<file path="config.mk">
export PLATFORM = sky130hd
export DESIGN_NAME = uart_tx_mmio
export DESIGN_NICKNAME = d
export VERILOG_FILES = /design/src/rtl/uart_pkg.sv /design/src/rtl/uart_fifo.sv /design/src/rtl/uart_tx_mmio.sv
export SDC_FILE = /design/constraint.sdc
export NUM_CORES = 1
export LEC_CHECK = 0
export ABC_AREA = 1
export BUFFER_PORTS_ARGS = -buffer_cell sky130_fd_sc_hd__buf_4
export CORE_UTILIZATION = 60
export DETAILED_ROUTE_END_ITERATION = 8
export PLACE_DENSITY = 0.84
export SLEW_MARGIN = 0
export SYNTH_ARGS = -nofsm -noshare
export SYNTH_HDL_FRONTEND = slang
export SYNTH_SLANG_ARGS = --single-unit
</file>
<file path="constraint.sdc">
create_clock -name clk -period 7 [get_ports clk]
set_clock_uncertainty 0.1 [all_clocks]
set_input_delay 1.4 -clock clk [delete_from_list [all_inputs] [get_ports clk]]
set_output_delay 1.4 -clock clk [all_outputs]
set_load 0.02 [all_outputs]
</file>
<file path="src/rtl/uart_pkg.sv">
// Shared definitions for the memory-mapped UART transmitter: register offsets,
// STATUS bit positions, frame FSM encoding and the default baud divider.
package uart_pkg;

   localparam logic [1:0] OFF_TXDATA = 2'd0;
   localparam logic [1:0] OFF_STATUS = 2'd1;
   localparam logic [1:0] OFF_BAUD   = 2'd2;
   localparam logic [1:0] OFF_RSVD   = 2'd3;

   localparam int ST_BUSY  = 0;
   localparam int ST_FULL  = 1;
   localparam int ST_EMPTY = 2;
   localparam int ST_OVF   = 3;
   localparam int ST_CNT   = 4;
   localparam int ST_PAR   = 8;

   localparam logic [15:0] UART_DEFAULT_DIV = 16'd867;

   typedef enum logic [2:0] {
      S_IDLE,
      S_START,
      S_DATA,
      S_PARITY,
      S_STOP
   } uart_state_e;

   // STATUS shows the FIFO fill level in four bits, pinned at 15 for deeper FIFOs.
   function automatic logic [3:0] cnt_disp(input logic [31:0] n);
      return (n > 32'd15) ? 4'hF : n[3:0];
   endfunction

endpackage

</file>
<file path="src/rtl/uart_fifo.sv">
// Synchronous FIFO with push/pop/full/empty/count; a push while full and a pop
// while empty are ignored.
module uart_fifo #(
   parameter int W     = 8,
   parameter int DEPTH = 8
) (
   input  logic                     clk,
   input  logic                     reset,
   input  logic                     push_i,
   input  logic                     pop_i,
   input  logic [W-1:0]             wdata_i,
   output logic [W-1:0]             rdata_o,
   output logic                     full_o,
   output logic                     empty_o,
   output logic [$clog2(DEPTH):0]   count_o
);

   localparam int AW = $clog2(DEPTH);

   logic [W-1:0]  mem_q [DEPTH];
   logic [AW-1:0] wptr_q, rptr_q;
   logic [AW:0]   cnt_q;
   logic          push_ok, pop_ok;

   assign full_o  = (cnt_q == (AW+1)'(DEPTH));
   assign empty_o = (cnt_q == '0);
   assign count_o = cnt_q;
   assign rdata_o = mem_q[rptr_q];

   // Full is judged on the registered count, so a push into a full FIFO is lost
   // even when the same edge pops an entry.
   assign push_ok = push_i && !full_o;
   assign pop_ok  = pop_i && !empty_o;

   always_ff @(posedge clk) begin
      if (push_ok) mem_q[wptr_q] <= wdata_i;
   end

   always_ff @(posedge clk) begin
      if (reset) begin
         wptr_q <= '0;
         rptr_q <= '0;
         cnt_q  <= '0;
      end else begin
         if (push_ok) wptr_q <= wptr_q + 1'b1;
         if (pop_ok)  rptr_q <= rptr_q + 1'b1;
         case ({push_ok, pop_ok})
            2'b10:   cnt_q <= cnt_q + 1'b1;
            2'b01:   cnt_q <= cnt_q - 1'b1;
            default: cnt_q <= cnt_q;
         endcase
      end
   end

endmodule

</file>
<file path="src/rtl/uart_tx_mmio.sv">
// Memory-mapped UART transmitter on the core's data bus: TXDATA/STATUS/BAUD_DIV
// registers, TX FIFO and frame FSM. Define UART_TX_PARITY_EN for an even-parity bit.
module uart_tx_mmio
   import uart_pkg::*;
#(
   parameter int               WIDTH       = 32,
   parameter logic [WIDTH-1:0] BASE_ADDR   = 32'h0000_0400,
   parameter int               FIFO_DEPTH  = 8,
   parameter logic [15:0]      DEFAULT_DIV = UART_DEFAULT_DIV
) (
   input  logic             clk,
   input  logic             reset,
   input  logic             MemWrite,
   input  logic [WIDTH-1:0] ADDR,
   input  logic [WIDTH-1:0] WD,
   output logic [WIDTH-1:0] RD,
   output logic             Hit,
   output logic             tx
);

   localparam int CW = $clog2(FIFO_DEPTH) + 1;
`ifdef UART_TX_PARITY_EN
   localparam logic PARITY_CAP = 1'b1;
`else
   localparam logic PARITY_CAP = 1'b0;
`endif

   logic [1:0]    off;
   logic          wr_data, wr_stat, wr_baud;
   logic          full, empty, pop;
   logic [7:0]    fifo_data;
   logic [CW-1:0] count;
   logic          ovf_q;
   logic [15:0]   baud_q;

   uart_state_e   state_q;
   logic          tx_q;
   logic [7:0]    shift_q;
   logic [15:0]   timer_q;
   logic [2:0]    idx_q;
   logic          bit_end;
`ifdef UART_TX_PARITY_EN
   logic          par_q;
`endif

   logic          unused_bits;
   assign unused_bits = ^{ADDR[1:0], WD[WIDTH-1:16]};

   assign off     = ADDR[3:2];
   assign Hit     = (ADDR[WIDTH-1:4] == BASE_ADDR[WIDTH-1:4]);
   assign wr_data = MemWrite && Hit && (off == OFF_TXDATA);
   assign wr_stat = MemWrite && Hit && (off == OFF_STATUS);
   assign wr_baud = MemWrite && Hit && (off == OFF_BAUD);
   assign pop     = (state_q == S_IDLE) && !empty;
   assign bit_end = (timer_q == 16'd0);
   assign tx      = tx_q;

   uart_fifo #(.W(8), .DEPTH(FIFO_DEPTH)) u_fifo (
      .clk     (clk),
      .reset   (reset),
      .push_i  (wr_data),
      .pop_i   (pop),
      .wdata_i (WD[7:0]),
      .rdata_o (fifo_data),
      .full_o  (full),
      .empty_o (empty),
      .count_o (count)
   );

   always_ff @(posedge clk) begin
      if (reset) begin
         ovf_q  <= 1'b0;
         baud_q <= DEFAULT_DIV;
      end else begin
         if (wr_data && full)
            ovf_q <= 1'b1;
         else if (wr_stat && WD[ST_OVF])
            ovf_q <= 1'b0;
         if (wr_baud) baud_q <= WD[15:0];
      end
   end

   always_comb begin
      RD = '0;
      if (Hit) begin
         case (off)
            OFF_STATUS: begin
               RD[ST_BUSY]          = (state_q != S_IDLE);
               RD[ST_FULL]          = full;
               RD[ST_EMPTY]         = empty;
               RD[ST_OVF]           = ovf_q;
               RD[ST_CNT +: 4]      = cnt_disp(32'(count));
               RD[ST_PAR]           = PARITY_CAP;
            end
            OFF_BAUD: RD[15:0] = baud_q;
            default:  RD = '0;
         endcase
      end
   end

   // The timer reloads from baud_q at each bit boundary, so a divider write only
   // shortens or lengthens bits that start after it.
   always_ff @(posedge clk) begin
      if (reset) begin
         state_q <= S_IDLE;
         tx_q    <= 1'b1;
         shift_q <= 8'd0;
         timer_q <= 16'd0;
         idx_q   <= 3'd0;
`ifdef UART_TX_PARITY_EN
         par_q   <= 1'b0;
`endif
      end else begin
         if (state_q != S_IDLE)
            timer_q <= bit_end ? baud_q : timer_q - 16'd1;
         case (state_q)
            S_IDLE: begin
               tx_q <= 1'b1;
               if (!empty) begin
                  shift_q <= fifo_data;
                  timer_q <= baud_q;
                  state_q <= S_START;
                  tx_q    <= 1'b0;
`ifdef UART_TX_PARITY_EN
                  par_q   <= ^fifo_data;
`endif
               end
            end
            S_START: if (bit_end) begin
               state_q <= S_DATA;
               tx_q    <= shift_q[0];
               idx_q   <= 3'd0;
            end
            S_DATA: if (bit_end) begin
               if (idx_q == 3'd7) begin
`ifdef UART_TX_PARITY_EN
                  state_q <= S_PARITY;
                  tx_q    <= par_q;
`else
                  state_q <= S_STOP;
                  tx_q    <= 1'b1;
`endif
               end else begin
                  shift_q <= {1'b0, shift_q[7:1]};
                  tx_q    <= shift_q[1];
                  idx_q   <= idx_q + 3'd1;
               end
            end
`ifdef UART_TX_PARITY_EN
            S_PARITY: if (bit_end) begin
               state_q <= S_STOP;
               tx_q    <= 1'b1;
            end
`endif
            S_STOP: if (bit_end) begin
               state_q <= S_IDLE;
               tx_q    <= 1'b1;
            end
            default: begin
               state_q <= S_IDLE;
               tx_q    <= 1'b1;
            end
         endcase
      end
   end

endmodule

</file>
==> impl_metrics.tcl <==
set metrics [dict create \
    crit_arrival_ns 2.68 \
    layout_setup_ws_ns 2.821 \
    clkSlewWorstSetupHoldPaths_ns 0.06 \
    postSynthCellCount 818 \
    p_per_area_nw_per_um2 404.2 \
    synthArstFlopShare_pct 0 \
    post_drt_wl_per_cell_um 15.35 \
    drcViolationCount 0 \
    ys_seq_elements 125 \
    cp-start-kind "input pin" \
    crit_family "buffers and inverters" \
    finalInstanceArea_um2 7566 \
    die_width_um 105.9 \
    first_global_vias 5585 \
    vias 5877 \
    final_common_cell "nand2_1" \
    max-cap-violations 0 \
    maxSlewViolCount 0 \
    synth_edf_count 64 \
    max_freq_mhz 239.3 \
    p_leak_nw 3.274 \
    rsz0062_at_grt "no" \
    ctsHoldBuffers 0 \
    max_slew.worst_pin.slew_ns 1.007 \
    synth_top_area_share_pct 29.69 \
    avgSynthCellArea_um2 7.914 \
    crit_chain "buf_4 -> inv_1 -> ha_1 -> clkinv_1 -> nor3_1 -> buf_4" \
    drt_first_iter_violations 697 \
    fin_crit_ns 4.179 \
    numCtsBuffers 17 \
    grt_pass1_wl_mm 25.83 \
    cts_tree "built" \
    yosys-top-cells-area "edfxtp_1 30%, dfxtp_1 19%, nand2_1 8.3%, nor2_1 6.5%, inv_1 6.0%" \
    placed_cell_area_um2 6943 \
    setup.worst_path.class "input pin to output port" \
    nets 953 \
    cts_sinks 125 \
    initial_utilization_pct 62.43 \
    setup.worst_path.end_class "output port" \
    viasPerCell 5.745 \
    clk_latency_ns 0.54 \
    core_area_um2 10370 \
    antenna_found_initial 0 \
    path_buf_inv 4 \
    diodes 0 \
    synth-seq-area-share_pct 48.55 \
    synth.largest_area_cell "edfxtp_1" \
    syn_area_um2 6474 \
    finalSetupViolations 0 \
    grt_max_degree 44 \
    min_period_over_period_pct 59.70 \
    post-dp-hpwl_mm 10.34 \
    hold_viol_final 0 \
    num_rows 37 \
    worstPathMaxFanout 9 \
    synth_cell_types 37 \
    crit_path_max_incr_delay_ns 0.33 \
    post_cts_resized 0 \
    io_pins 101 \
    crit_slowest_cell "clkinv_1" \
    clockBufferDepth 2 \
    routed_wl_mm 15.70 \
    ir_worst_vdd_v 0.0002516 \
    path_common_cell "buf_4" \
    ys.flop_type "edfxtp_1" \
    required_ns 5.50 \
    hold_class "register to register" \
    clockRootBuffer "clkbuf_8" \
    pre_cts_ws_ns 2.846 \
    area_delta_synth_final_pct 16.87 \
    die_area_um2 11210 \
    fin_setup_tns_ns 0 \
    yosysWarnings 0 \
    antenna_left 0 \
    max_slew_margin_pct 32.80 \
    layout_common_cells "143 x nand2_1, 112 x nor2_1, 104 x inv_1" \
    dr.pass1.iters 6 \
    status "completed" \
    grt_overflow_total 0 \
    grtUsageTotal_pct 29.57 \
    h-tree-depth 4 \
    portBuffers 66 \
    die_height_um 105.9 \
    gp_congestion 0.9165 \
    p_total_w 0.003058 \
    postCtsSetupBuffers 0 \
    layout-drive-gt1-share_pct 14.54 \
]
-- flip-flops by register name (all words and copies together) (netlist names), named ones only --
| register | count |
|---|---|
| tx | 1 |
| ovf_q | 1 |
| idx_q | 3 |
| shift_q | 8 |
| u_fifo.wptr_q | 3 |
| u_fifo.mem_q | 64 |
| timer_q | 16 |
| state_q | 3 |
| u_fifo.rptr_q | 3 |
| baud_q | 16 |
| u_fifo.count_o | 4 |
-- layer usage --
layer  vias to the layer above  GRT usage, %  wire length, um
met2                       329         50.09             7677
li1                       2767             -                -
met3                        47         6.741             1406
met4                         0         12.70              321
met1                      2734         36.14             6299
met5                         -             0                0
-- metrics by stage --
step	hold slack [ns]	std cells	util [%]
global placement	0.3375	991	66.95
CTS	0.3588	1023	72.96
detailed placement	0.3497	991	66.95
global route	0.3913	1023	72.96
floorplan	0.3281	833	-
finish	0.3549	1023	72.96
-- cells by family after synthesis --
family                     Yosys count  synth area share, %
adders and majority gates           12                2.319
AOI/OAI and AO/OA                  145                12.06
and+or+nand+nor                    376                25.86
DFF                                125                48.55
buffers and inverters              153                10.34
other                                1              0.05793
xor gates and xnor gates             6               0.8117
-- worst register-to-register path, delay by kind of cell, from the launching register on --
kind / cells / cell delay (ns)
buffers and inverters: 1 / 0.49
xor gates and xnor gates: 1 / 0.26
AOI/OAI and AO/OA: 2 / 0.25
and+or+nand+nor: 7 / 1.05
DFF: 1 / 0.45
adders and majority gates: 1 / 0.32
-- path summary, 6_finish.rpt --
path | slack [ns] | from | cells past startpoint | endpoint
setup reg to reg | 4.01 | u_fifo.count_o[1]$_SDFFE_PP0P_ | 12 | u_fifo.count_o[3]$_SDFFE_PP0P_
hold / removal | 0.35 | idx_q[2]$_SDFFE_PP0P_ | 2 | idx_q[2]$_SDFFE_PP0P_
hold reg to reg | 0.35 | idx_q[2]$_SDFFE_PP0P_ | 2 | idx_q[2]$_SDFFE_PP0P_
setup / recovery | 2.82 | ADDR[2] | 6 | RD[12]
-- synthesized netlist by cell type, types with 2 or more instances --
cell,count
nand4_1,7
nand2_2,3
buf_1,2
clkbuf_1,17
dfxtp_1,61
inv_1,104
or2_1,2
o211ai_1,14
o21ai_0,77
buf_6,3
nor3_1,12
xor2_1,5
buf_4,17
or2_2,11
nor2_2,2
nor2_4,4
o22ai_1,6
a21oi_1,44
nand3_2,3
inv_2,2
edfxtp_1,64
nand2_1,143
nor2_1,112
ha_1,12
buf_2,7
a22oi_1,2
nand3_1,71
o221ai_1,2
-- power breakdown --
part	switching [W]	internal (W)
Sequential	0.0000897	0.000860
Clock	0.000344	0.000566
Combinational	0.000812	0.000386
Total	0.00125	0.00181
-- final cells by class --
type | count | area (um^2)
Clock buffer | 20 | 478.0
Clock inverter | 12 | 145.1
Fill cell | 732 | 2804
Inverter | 107 | 401.6
Multi-Input combinational cell | 555 | 2718
Sequential cell | 125 | 3143
Tap cell | 136 | 170.2
Timing Repair Buffer | 68 | 510.5
(Power assumes the default switching activity.)
